<file path="src/rtl/coeff_fetch.sv">
`default_nettype none
// +----------------------------------------------------------------------------+
// | coeff_fetch                                                                |
// | Wishbone master that reads NB_COEFF words per tile into a coefficient bank |
// | Revision: 1.0                                                              |
// +----------------------------------------------------------------------------+
module coeff_fetch #(
  parameter int NB_COEFF = 6,
  parameter int NB_TILES = 1200,
  parameter int TIMEOUT  = 255
) (
  input  logic                     clk,
  input  logic                     preset_n,
  input  logic [31:0]              base_adr,
  input  logic                     start,
  input  logic [10:0]              tile_nb,
  output logic                     busy,
  output logic                     coeff_ok,
  output logic                     coeff_err,
  output logic [32*NB_COEFF-1:0]   coeff,
  output logic                     p_wb_CYC_O,
  output logic                     p_wb_STB_O,
  output logic                     p_wb_LOCK_O,
  output logic                     p_wb_WE_O,
  output logic [3:0]               p_wb_SEL_O,
  output logic [31:0]              p_wb_ADR_O,
  input  logic [31:0]              p_wb_DAT_I,
  input  logic                     p_wb_ACK_I
);

  localparam int c_IDX_W = $clog2(NB_COEFF);
  localparam int c_WD_W  = $clog2(TIMEOUT + 1);
  localparam logic [c_IDX_W-1:0] c_LAST     = c_IDX_W'(NB_COEFF - 1);
  localparam logic [c_WD_W-1:0]  c_WD_LIMIT = c_WD_W'(TIMEOUT - 1);
  localparam logic [31:0]        c_STRIDE   = 32'(NB_COEFF * 4);

  typedef enum logic [1:0] {
    S_IDLE = 2'd0,
    S_READ = 2'd1,
    S_DONE = 2'd2,
    S_ERR  = 2'd3
  } state_t;

  state_t              r_state;
  state_t              w_next;
  logic [c_IDX_W-1:0]  r_idx;
  logic [c_WD_W-1:0]   r_wd;
  logic [31:0]         r_adr;
  logic                r_busy;
  logic                r_cyc;
  logic [3:0]          r_sel;
  logic                r_ok;
  logic                r_err;
  logic [31:0]         r_bank [NB_COEFF];
  logic                w_tile_ok;
  logic [31:0]         w_adr0;

  assign w_tile_ok = (32'(tile_nb) < 32'(NB_TILES));
  // Address arithmetic wraps modulo 2^32 by construction.
  assign w_adr0    = base_adr + (32'(tile_nb) * c_STRIDE);

  always_comb begin
    w_next = r_state;
    case (r_state)
      S_IDLE: begin
        if (start) begin
          w_next = w_tile_ok ? S_READ : S_ERR;
        end
      end
      S_READ: begin
        // An ACK in the same cycle as the watchdog limit takes priority.
        if (p_wb_ACK_I) begin
          if (r_idx == c_LAST) begin
            w_next = S_DONE;
          end
        end else if (r_wd == c_WD_LIMIT) begin
          w_next = S_ERR;
        end
      end
      S_DONE:  w_next = S_IDLE;
      S_ERR:   w_next = S_IDLE;
      default: w_next = S_IDLE;
    endcase
  end

  always_ff @(posedge clk or negedge preset_n) begin
    if (!preset_n) begin
      r_state <= S_IDLE;
      r_idx   <= '0;
      r_wd    <= '0;
      r_adr   <= '0;
      r_busy  <= 1'b0;
      r_cyc   <= 1'b0;
      r_sel   <= 4'h0;
      r_ok    <= 1'b0;
      r_err   <= 1'b0;
      for (int k = 0; k < NB_COEFF; k++) begin
        r_bank[k] <= '0;
      end
    end else begin
      r_state <= w_next;
      r_busy  <= (w_next != S_IDLE);
      r_cyc   <= (w_next == S_READ);
      r_sel   <= (w_next == S_READ) ? 4'hF : 4'h0;
      r_ok    <= (w_next == S_DONE);
      r_err   <= (w_next == S_ERR);
      case (r_state)
        S_IDLE: begin
          if (w_next == S_READ) begin
            r_adr <= w_adr0;
            r_idx <= '0;
            r_wd  <= '0;
          end
        end
        S_READ: begin
          if (p_wb_ACK_I) begin
            r_bank[r_idx] <= p_wb_DAT_I;
            r_idx         <= r_idx + 1'b1;
            r_adr         <= r_adr + 32'd4;
            r_wd          <= '0;
          end else begin
            r_wd <= r_wd + 1'b1;
          end
        end
        default: ;
      endcase
    end
  end

  for (genvar k = 0; k < NB_COEFF; k++) begin : g_pack
    assign coeff[32*k +: 32] = r_bank[k];
  end

  assign busy        = r_busy;
  assign coeff_ok    = r_ok;
  assign coeff_err   = r_err;
  assign p_wb_CYC_O  = r_cyc;
  assign p_wb_STB_O  = r_cyc;
  assign p_wb_LOCK_O = r_cyc;
  assign p_wb_WE_O   = 1'b0;
  assign p_wb_SEL_O  = r_sel;
  assign p_wb_ADR_O  = r_adr;

endmodule
`default_nettype wire

</file>
<file path="config.mk">
export PLATFORM = sky130hd
export DESIGN_NAME = coeff_fetch
export DESIGN_NICKNAME = d
export VERILOG_FILES = /design/src/rtl/coeff_fetch.sv
export SDC_FILE = /design/constraint.sdc
export NUM_CORES = 1
export LEC_CHECK = 0
export CAP_MARGIN = 20
export CELL_PAD_IN_SITES_DETAIL_PLACEMENT = 0
export CELL_PAD_IN_SITES_GLOBAL_PLACEMENT = 2
export CORE_ASPECT_RATIO = 0.7
export CORE_UTILIZATION = 32
export CTS_BUF_LIST = sky130_fd_sc_hd__clkbuf_2 sky130_fd_sc_hd__clkbuf_4 sky130_fd_sc_hd__clkbuf_8
export DETAILED_ROUTE_END_ITERATION = 10
export GPL_TIMING_DRIVEN = 0
export PLACE_DENSITY_LB_ADDON = 0.1
export SLEW_MARGIN = 20
export SYNTH_ARGS = -nofsm -noshare
export SYNTH_HDL_FRONTEND = slang
export SYNTH_SLANG_ARGS = --single-unit
</file>
<file path="constraint.sdc">
create_clock -name clk -period 2.2 [get_ports clk]
set_input_delay 0.22 -clock clk [delete_from_list [all_inputs] [get_ports clk]]
set_output_delay 0.22 -clock clk [all_outputs]
set_load 0.05 [all_outputs]
</file>
Word level (Yosys, flattened, before mapping)
Cells that the tools add are included.
{"block": "word_totals", "mem_bits_rw": 0, "ff_bits": 245, "rom_bits": 0, "latch_bits": 0, "in_bits": 79, "word_cells": 61, "mem_count": 0, "out_inout_bits": 235}
{"block": "classes", "n_reduce_logical": 8, "mul": 1, "eq_ne": 10, "n_div": 0, "mux": 19, "shift": 0, "addsub": 4, "n_lt_le_gt_ge": 3, "bitwise": 1}
{"op": "192-bit bitwise mux", "count": 1}
{"op": "32-bit demux with 3-bit select", "count": 1}
{"op": "32-bit two-way mux", "count": 3}
{"op": "32-bit one-hot mux with 2 select lines", "count": 1}
{"op": "32-bit by 16-bit adder with 32-bit output", "count": 1}
{"op": "32-bit by 3-bit adder with 32-bit output, second input constant", "count": 1}
{"op": "8-bit two-way mux", "count": 2}
{"op": "8-bit one-hot mux with 2 select lines", "count": 1}
{"op": "11-bit by 2-bit multiplier with 13-bit output, second input constant", "count": 1}
{"op": "11-bit < comparator, second input constant", "count": 1}
{"op": "2-bit two-way mux", "count": 5}
{"op": "8-bit by 1-bit adder with 8-bit output, second input constant", "count": 1}
{"op": "2-bit equality test, second input constant", "count": 4}
{"op": "8-bit equality test, second input constant", "count": 1}
{"op": "3-bit two-way mux", "count": 2}
{"op": "2-bit one-hot mux with 3 select lines", "count": 1}
{"op": "3-bit one-hot mux with 2 select lines", "count": 1}
{"op": "2-bit by 1-bit equality test with 1-bit output, second input constant", "count": 2}
{"op": "4-bit >= comparator, second input constant", "count": 1}
{"op": "4-bit by 1-bit < comparator with 1-bit output, second input constant", "count": 1}
{"op": "4-bit two-way mux", "count": 1}
{"op": "2-bit inequality test, second input constant", "count": 2}
{"op": "3-bit inverter with 4-bit output", "count": 1}
{"op": "2-bit AND reduction", "count": 2}
{"op": "other kinds (7)", "count": 8}

Depth between registers and ports, before layout
Gate-level depths: netlist (run 1).
{"block": "logic_depth", "ltp_word": 7, "depth_mapped": 15, "mapped_depth_nobuf": 15}

Worst setup path after synthesis (run 1)
No wires, ideal clock.
{"block": "synth_path", "path_type": "in2reg", "startpoint": "input port tile_nb[0]", "endpoint": "register r_adr[31], in the netlist p_wb_ADR_O[31]", "path_buffers": 0, "setup_ns": 0.148, "t_arrival_ns": 3.227, "required_time_ns": 2.052, "stages": 14, "path_slack_ns": -1.174, "path_cell_list": "ha_1 fa_1 a21o_1 a21oi_1 o221ai_1 a31oi_1 o21ai_0 xor2_1 ha_1 and4_4 o211ai_4 a2111oi_0 mux2i_1 o311ai_1"}
{"block": "synth_via", "elab_chain_len": 7, "elab_cells_between_ends": 11, "cone_classes": "add/sub (1); mul (1); order compare (1); eq/ne (2); mux (5); reduce/logical (1)"}
{"element": "start, declared", "line": "16", "text": "input logic [10:0] tile_nb,"}
{"element": "parallel branches: the longest is 7 deep, another holds 32-bit by 16-bit adder with 32-bit output"}
{"element": "end signal, assigned", "line": "110", "text": "r_adr <= w_adr0;"}
{"element": "end signal, assigned", "line": "119", "text": "r_adr <= r_adr + 32'd4;"}
{"element": "end, declared", "line": "48", "text": "logic [31:0] r_adr;"}
Parallel ways; which one is timed is not known. The select of a mux whose other input is x is not followed.
A chain may end at the register's enable or synchronous reset.

Worst setup path after layout (run 1)
{"block": "layout_path", "startpoint": "input port tile_nb[1]", "endpoint": "register r_adr[31], in the netlist p_wb_ADR_O[31]"}
The elaborated chain is that of the path after synthesis.

==> summary.txt, run 1 <==
Route
  – Vias per cell: 5.01
  – Detailed router's first-iteration violation count: 468
  – First drt pass iteration count: 4
  – Vias: 9210
  – Post-route antenna net violation count: 0
  – WL/cell: 21.2 um
  – Drt drc: 0
  – Routed WL: 39000 um

Critical path
  – CP max stage cell: a2111oi_4
  – CP endpoint kind: register
  – WP data arrival: 3.39 ns
  – CP bufs+invs: 1
  – CP required: 2.62 ns
  – Critical Path Fanout Max: 4
  – Cell mode on critical path: ha_4
  – CP cell instances: buf_12, ha_4, fa_2, a21o_1, a21oi_4, o221ai_2, a31oi_1, o21ai_2, xor2_2, ha_4, and4_4, o211ai_4, a2111oi_4, mux2i_1, o311ai_1
  – Worst setup SP type: primary input
  – Setup CP Type: primary input to register
  – Critical path's top delay family: compound AO/OA/AOI/OAI gates
  – Worst path max stage delay: 0.36 ns

Layout
  – Post-layout instance area: 17000 um2
  – # fillers: 3256
  – Layout area overhead: 47.2%
  – Fraction of final layout cells sized beyond drive strength 1: 0.323
  – Most frequent cells in the layout: clkdlybuf4s50_1, dfrtp_1, mux2_2
  – Nets: 1456
  – Ant. Diodes: 0
  – Commonest non-fill, non-tap cell in the layout: clkdlybuf4s50_1

Logic synthesis
  – Distinct cells, synth: 73
  – Syn Area/Cell: 12.1 um2
  – Synthesized Nets: 1069
  – Mapped Area: 11600 um2
  – Mapped Cells: 956
  – Main flop type after synthesis: dfrtp_1
  – Sequential area share after synthesis: 0.522
  – Synthesized flop and latch total: 241
  – EDFF count, synth: 0
  – Async set-reset flop share out of synthesis: 1.00
  – Ys Warns: 0

Outcome
  – Status: finished, violations left
  – Failing checks: negative setup slack

Clock network
  – CTS tree: done
  – Max clock buf depth: 3
  – Clock-pin transition on the worst setup and hold timing paths: 0.07 ns
  – Clk sinks: 241
  – Root buf cell: clkbuf_8
  – Clk_lat worst skew: 0.55 ns
  – Total CTS buffers: 41
  – Htree depth: 2

STA
  – RSZ-0062 raised after global routing: yes
  – Setup Skew: 0.0161 ns
  – Rel. slew slack: 0.549
  – Max-slew violations: 0
  – Min cycle time layout: 2.98 ns
  – Fmax: 336 MHz
  – Worst-Margin Slew: 0.673 ns
  – Final Worst Setup Slack: -0.776 ns
  – Setup violations, final: 20
  – Final period util: 1.35
  – Fin. Hold Viols: 0

Die
  – CORE AREA: 35200 um2
  – Die area: 36900 um2
  – Die Ht: 161 um
  – Chip width: 229 um
  – Boundary Pins: 314
  – Std-Cell Rows: 57
  – Starting Density: 0.329

Job
  – Max-Cap Viols: 0

Pwr
  – Internal cell power: 0.0151 W
  – Sw power: 0.0148 W
  – PwrDens: 1760 nW/um2
  – Power Total: 0.0300 W
  – Peak supply drop: 0.00107 V
  – Comb pwr share: 0.598
  – Clock power frac: 0.138
  – Sw Ratio: 0.495
  – Reg power frac: 0.264
  – Leak: 7.17 nW

Placed design
  – Port Buffers: 312
  – Final GP Congestion: 0.795
  – Detailed-placement wirelength estimate: 28400 um
  – Area post-placement: 15500 um2

GRT
  – Vias in the first global route: 9232
  – Global-route wire length before repair: 59300 um
  – GRT Util Overall: 0.212
  – Initial antenna violation count: 0
  – Largest net degree at the start of global routing: 80
  – GRT overflow: 0

Min path
  – Hold Path Class: primary input to register
[sequential cells by signal, summed over array words and instances, names as in the netlist]
name and count:
coeff 192, p_wb_ADR_O 32, r_wd 8, r_idx 3
r_state 2, busy 1, coeff_err 1, coeff_ok 1
p_wb_SEL_O 1
[logic make-up (layout without fill, tap and decap cells)]
group	after synthesis	count (layout)	synth area share
AND/OR/NAND/NOR	228	228	0.104
flip-flops	241	241	0.522
AO/OA/AOI/OAI	167	167	0.0962
multiplexers	196	196	0.191
XOR/XNOR	28	28	0.0212
other	1	1	0.000324
adder cells (fa/ha/maj)	34	34	0.0381
buffers and inverters	61	472	0.0277
[final cells by class]
| class | instances | area, um2 | share of cell area |
|---|---|---|---|
| sequential | 241 | 6030 | 0.354 |
| multi-input combinational | 654 | 5780 | 0.340 |
| timing repair buffer | 345 | 3450 | 0.203 |
| clock buffer | 58 | 736 | 0.0432 |
| tap | 472 | 591 | 0.0347 |
| buffer | 45 | 300 | 0.0176 |
| clock inverter | 9 | 73.8 | 0.00434 |
| inverter | 15 | 56.3 | 0.00331 |
[path summary, 6_finish.rpt]
kind / end / startpoint / depth (start not counted) / slack [ns]
worst min-delay path: p_wb_ADR_O[3] / tile_nb[0] / 4 / 0.13
worst max register to register: p_wb_ADR_O[29] / p_wb_ADR_O[9] / 7 / -0.23
worst min register to register: p_wb_ADR_O[1] / p_wb_ADR_O[1] / 2 / 0.49
max in group asynchronous: coeff[123] / preset_n / 5 / 0.59
min in group asynchronous: busy / preset_n / 2 / 0.15
worst max-delay path: p_wb_ADR_O[31] / tile_nb[1] / 15 / -0.78
[repair_timing]
action,CTS,global route
pin swaps,41,22
setup buffers,24,6
endpoints found under the setup margin,126,140
hold buffers,1,0
endpoints found under the hold margin,100,0
resized for setup,116,52
[cell usage after synthesis (3+ instances only)]
library cell	n	area (um2)
dfrtp_1	241	6030
o31ai_1	7	52.6
o21ai_0	29	145
a21o_1	9	67.6
a211oi_1	9	67.6
o41ai_1	4	35.0
o211ai_1	7	52.6
buf_4	11	82.6
nor3_1	12	60.1
xnor2_1	16	140
a221oi_1	3	26.3
nand4_1	12	75.1
mux2i_1	3	30.0
a21oi_1	49	245
a41oi_1	3	26.3
o22ai_1	6	37.5
a31oi_1	7	43.8
mux2_2	192	2160
o21a_1	4	30.0
buf_6	3	33.8
nor2b_1	7	43.8
xor2_1	12	105
a311oi_1	3	26.3
nand2b_1	4	25.0
and2_1	6	37.5
clkbuf_1	9	33.8
inv_1	15	56.3
buf_2	22	110
nand3_1	39	195
and3_1	13	81.3
nor2_1	41	154
or4_1	5	37.5
ha_1	32	400
and4_1	5	43.8
nand2_1	59	221
o21ai_1	3	15.0
or3_1	9	56.3
[metrics by stage]
step	utilization	setup WS, ns	hold slack, ns	TNS [ns]	cells
2_1_floorplan	-	-0.872	-0.0756	-13.09	956
3_3_place_gp	0.437	-10.18	0.464	-2520.06	1740
3_5_place_dp	0.440	-2.06	0.122	-77.65	1743
4_1_cts	0.477	-0.797	0.0812	-11.73	1833
5_1_grt	0.484	-0.847	0.134	-12.89	1839
6_report	0.484	-0.776	0.127	-11.87	1839
[routing by layer]
metal  GRT usage  up-vias  part of all wire
li1            -     4288                 -
met1       0.321     4623              0.50
met2       0.298      256              0.42
met3      0.0558       43             0.062
met4      0.0485        0             0.017
met5           0        -                 0
[power by group through the flow]
stage / clock, W / combinational (W) / sequential (W)
2_1_floorplan: 0 / 0.00419 / 0.0149
3_3_place_gp: 0 / 0.0175 / 0.00795
3_5_place_dp: 0 / 0.0175 / 0.00800
4_1_cts: 0.00430 / 0.0179 / 0.00794
5_1_grt: 0.00450 / 0.0187 / 0.00824
6_report: 0.00413 / 0.0179 / 0.00792
[worst min-delay path: cells and delay by family]
kind,cells,cell delay [ns]
compound gates,1,0.15
fa+ha+maj,1,0.13
buf+inv,1,0.08
simple gates,1,0.05
Power figures use the tool's default switching activity.
==> run 2, diff against run 1 <==
- PLACE_DENSITY: default -> 0.8
- PLACE_DENSITY_LB_ADDON: 0.1 -> default
==> run 2 against run 1 <==
- sequential power about the same
- worst hold slack improved by 0.0031 ns
- largest cell class unchanged
- utilization is 0.093 points higher
- total power decreased by 0.26%
- wire length is 1.2% lower
- global-route usage is 0.18 points lower
- count of clock-buffer cells in the layout shrank 3
- critical endpoint unchanged
- cell count rose by 0.22%
- via count grew 1.3%
- highest routed layer unchanged
- the run still ends with negative setup slack left
- die area stayed put
==> summary.txt, run 2 (same netlist as run 1, synthesis figures left out) <==
Die
  – Die area: 36900 um2 (unchanged)
  – Std-Cell Rows: 57 (unchanged)
  – Chip width: 229 um (unchanged)
  – Die Ht: 161 um (unchanged)
  – Starting Density: 0.329 (unchanged)
  – Boundary Pins: 314 (unchanged)
  – CORE AREA: 35200 um2 (unchanged)

Critical path
  – Critical path's top delay family: compound AO/OA/AOI/OAI gates
  – CP endpoint kind: register
  – CP max stage cell: a2111oi_4
  – Critical Path Fanout Max: 5 (+1)
  – Worst path max stage delay: 0.44 ns (+0.08 ns)
  – Setup CP Type: primary input to register
  – CP cell instances: buf_12, ha_4, buf_4, a21o_1, a21o_1, a311oi_4, o31ai_2, a21oi_2, xor2_2, buf_6, ha_4, and4_4, o211ai_4, a2111oi_4, mux2i_1, o311ai_1
  – WP data arrival: 3.47 ns (+0.08 ns)
  – CP required: 2.61 ns (about the same)
  – Worst setup SP type: primary input
  – CP bufs+invs: 3 (+2)

GRT
  – GRT overflow: 0 (unchanged)
  – Routing usage on met2: 0.313 (+0.0154)
  – Initial antenna violation count: 1 (+1)
  – Grt peak-use layer: met2
  – GRT Util Overall: 0.210 (-0.00184)
  – Global-route wire length before repair: 59200 um (-0.12%)
  – Met1 GRT Util: 0.303 (-0.0186)
  – Vias in the first global route: 9327 (+1.0%)
  – Global Route met3 Usage: 0.0491 (-0.00671)
  – Largest net degree at the start of global routing: 86 (+7.5%)

STA
  – Min cycle time layout: 3.06 ns (+0.0859 ns)
  – Final Worst Setup Slack: -0.862 ns (-0.0859 ns)
  – Worst-Margin Slew: 0.645 ns (-0.0279 ns)
  – Fmax: 327 MHz (-2.8%)
  – Sum Neg Setup Slack: -13.26 ns (-1.39 ns)
  – Fin. Hold Viols: 0 (unchanged)
  – Max-slew violations: 0 (unchanged)
  – Setup Skew: 0.0284 ns (+0.0123 ns)
  – Rel. slew slack: 0.570 (+0.0211)
  – Final period util: 1.39 (+0.0391)
  – RSZ-0062 raised after global routing: yes
  – Setup violations, final: 21 (+5.0%)

Pwr
  – PwrDens: 1750 nW/um2 (-0.45%)
  – Peak supply drop: 0.00108 V (+1.3%)
  – Leak: 7.20 nW (+0.40%)

Layout
  – Layout area overhead: 47.5%
  – Max reg flops: 192 (unchanged)
  – Most frequent cells in the layout: clkdlybuf4s50_1, dfrtp_1, mux2_2
  – Nets: 1459 (+0.21%)
  – Finished Layout Cells: 1843 (+0.22%)
  – Commonest non-fill, non-tap cell in the layout: clkdlybuf4s50_1
  – Fraction of final layout cells sized beyond drive strength 1: 0.321 (-0.00193)

Route
  – Drt drc: 0 (unchanged)
  – Post-route antenna net violation count: 0 (unchanged)
  – Detailed router's first-iteration violation count: 419 (-10%)
  – Vias: 9326 (+1.3%)
  – WL/cell: 20.9 um (-1.4%)
  – Routed WL: 38500 um (-1.2%)
  – First drt pass iteration count: 6 (+2)
  – Vias per cell: 5.06 (+1.0%)

Clock network
  – Clk_lat worst skew: 0.56 ns (about the same)
  – Clock-pin transition on the worst setup and hold timing paths: 0.06 ns (about the same)
  – Max clock buf depth: 3 (unchanged)
  – Root buf cell: clkbuf_8
  – Total CTS buffers: 40 (-2.4%)
  – CTS tree: done
  – Htree depth: 2 (unchanged)
  – Clk sinks: 241 (unchanged)

Job
  – Max-Cap Viols: 0 (unchanged)

Placed design
  – Port Buffers: 312 (unchanged)
  – Placed insts: 1742 (-0.057%)
  – Pre-CTS setup slack: -2.07 ns (-0.00481 ns)
  – Detailed-placement wirelength estimate: 28000 um (-1.3%)
  – Final GP Congestion: 0.808 (+1.6%)

Outcome
  – Status: finished, violations left
  – Failing checks: negative setup slack

Min path
  – Hold Path Class: primary input to register
[run 2: worst paths after layout]
kind	from	to	slack, ns	depth (start not counted)
max	tile_nb[1]	p_wb_ADR_O[31]	-0.86	16
min	tile_nb[0]	p_wb_ADR_O[3]	0.13	4
max reg2reg	p_wb_ADR_O[9]	p_wb_ADR_O[29]	-0.17	7
min reg2reg	p_wb_ADR_O[1]	p_wb_ADR_O[1]	0.48	2
max in group asynchronous	preset_n	r_state[0]	0.68	4
min in group asynchronous	preset_n	coeff[45]	0.23	2
[run 2: timing repair]
| item | in CTS | in global routing |
|---|---|---|
| resized for setup | 88 | 75 |
| hold endpoints to repair | 73 | 0 |
| endpoints found under the setup margin | 69 | 110 |
| buffers inserted | 22 | 12 |
| hold buffers | 1 | 0 |
| pin swaps | 37 | 37 |
[run 2: power breakdown]
group	total [W]	leakage (nW)	switching, W	internal [W]
Clock	0.00392	0.410	0.00186	0.00206
Sequential	0.00795	2.96	0.00141	0.00654
Combinational	0.0180	3.84	0.0116	0.00642
Total	0.0299	7.20	0.0149	0.0150
[run 2: final cells by class]
cell class                 count  area, um2
buffer                        45        292
inverter                      15       56.3
fill                        3281      18100
clock buffer                  55        701
sequential                   241       6030
clock inverter                10       62.6
antenna                        2       5.00
tap                          472        591
multi-input combinational    654       5820
timing repair buffer         349       3500
[run 2: tightest hold or removal path: stages]
cell and delay (ns):
buf_6 0.08, ha_1 0.12, nand2_1 0.05, a31oi_1 0.15
[run 2: per-layer routing]
layer  vias up  wire (um)
li1       4302          -
met4         0        986
met5         -          0
met2       300      17100
met3        58       2280
met1      4666      18100
[run 2: through the flow]
step	hold WS [ns]	total power [W]	utilization	area, um2
2_1_floorplan	-0.0756	0.0191	-	11700
3_3_place_gp	0.463	0.0254	0.437	15400
3_5_place_dp	0.235	0.0255	0.439	15400
4_1_cts	0.0914	0.0299	0.474	16700
5_1_grt	0.119	0.0313	0.485	17100
6_report	0.130	0.0299	0.485	17100
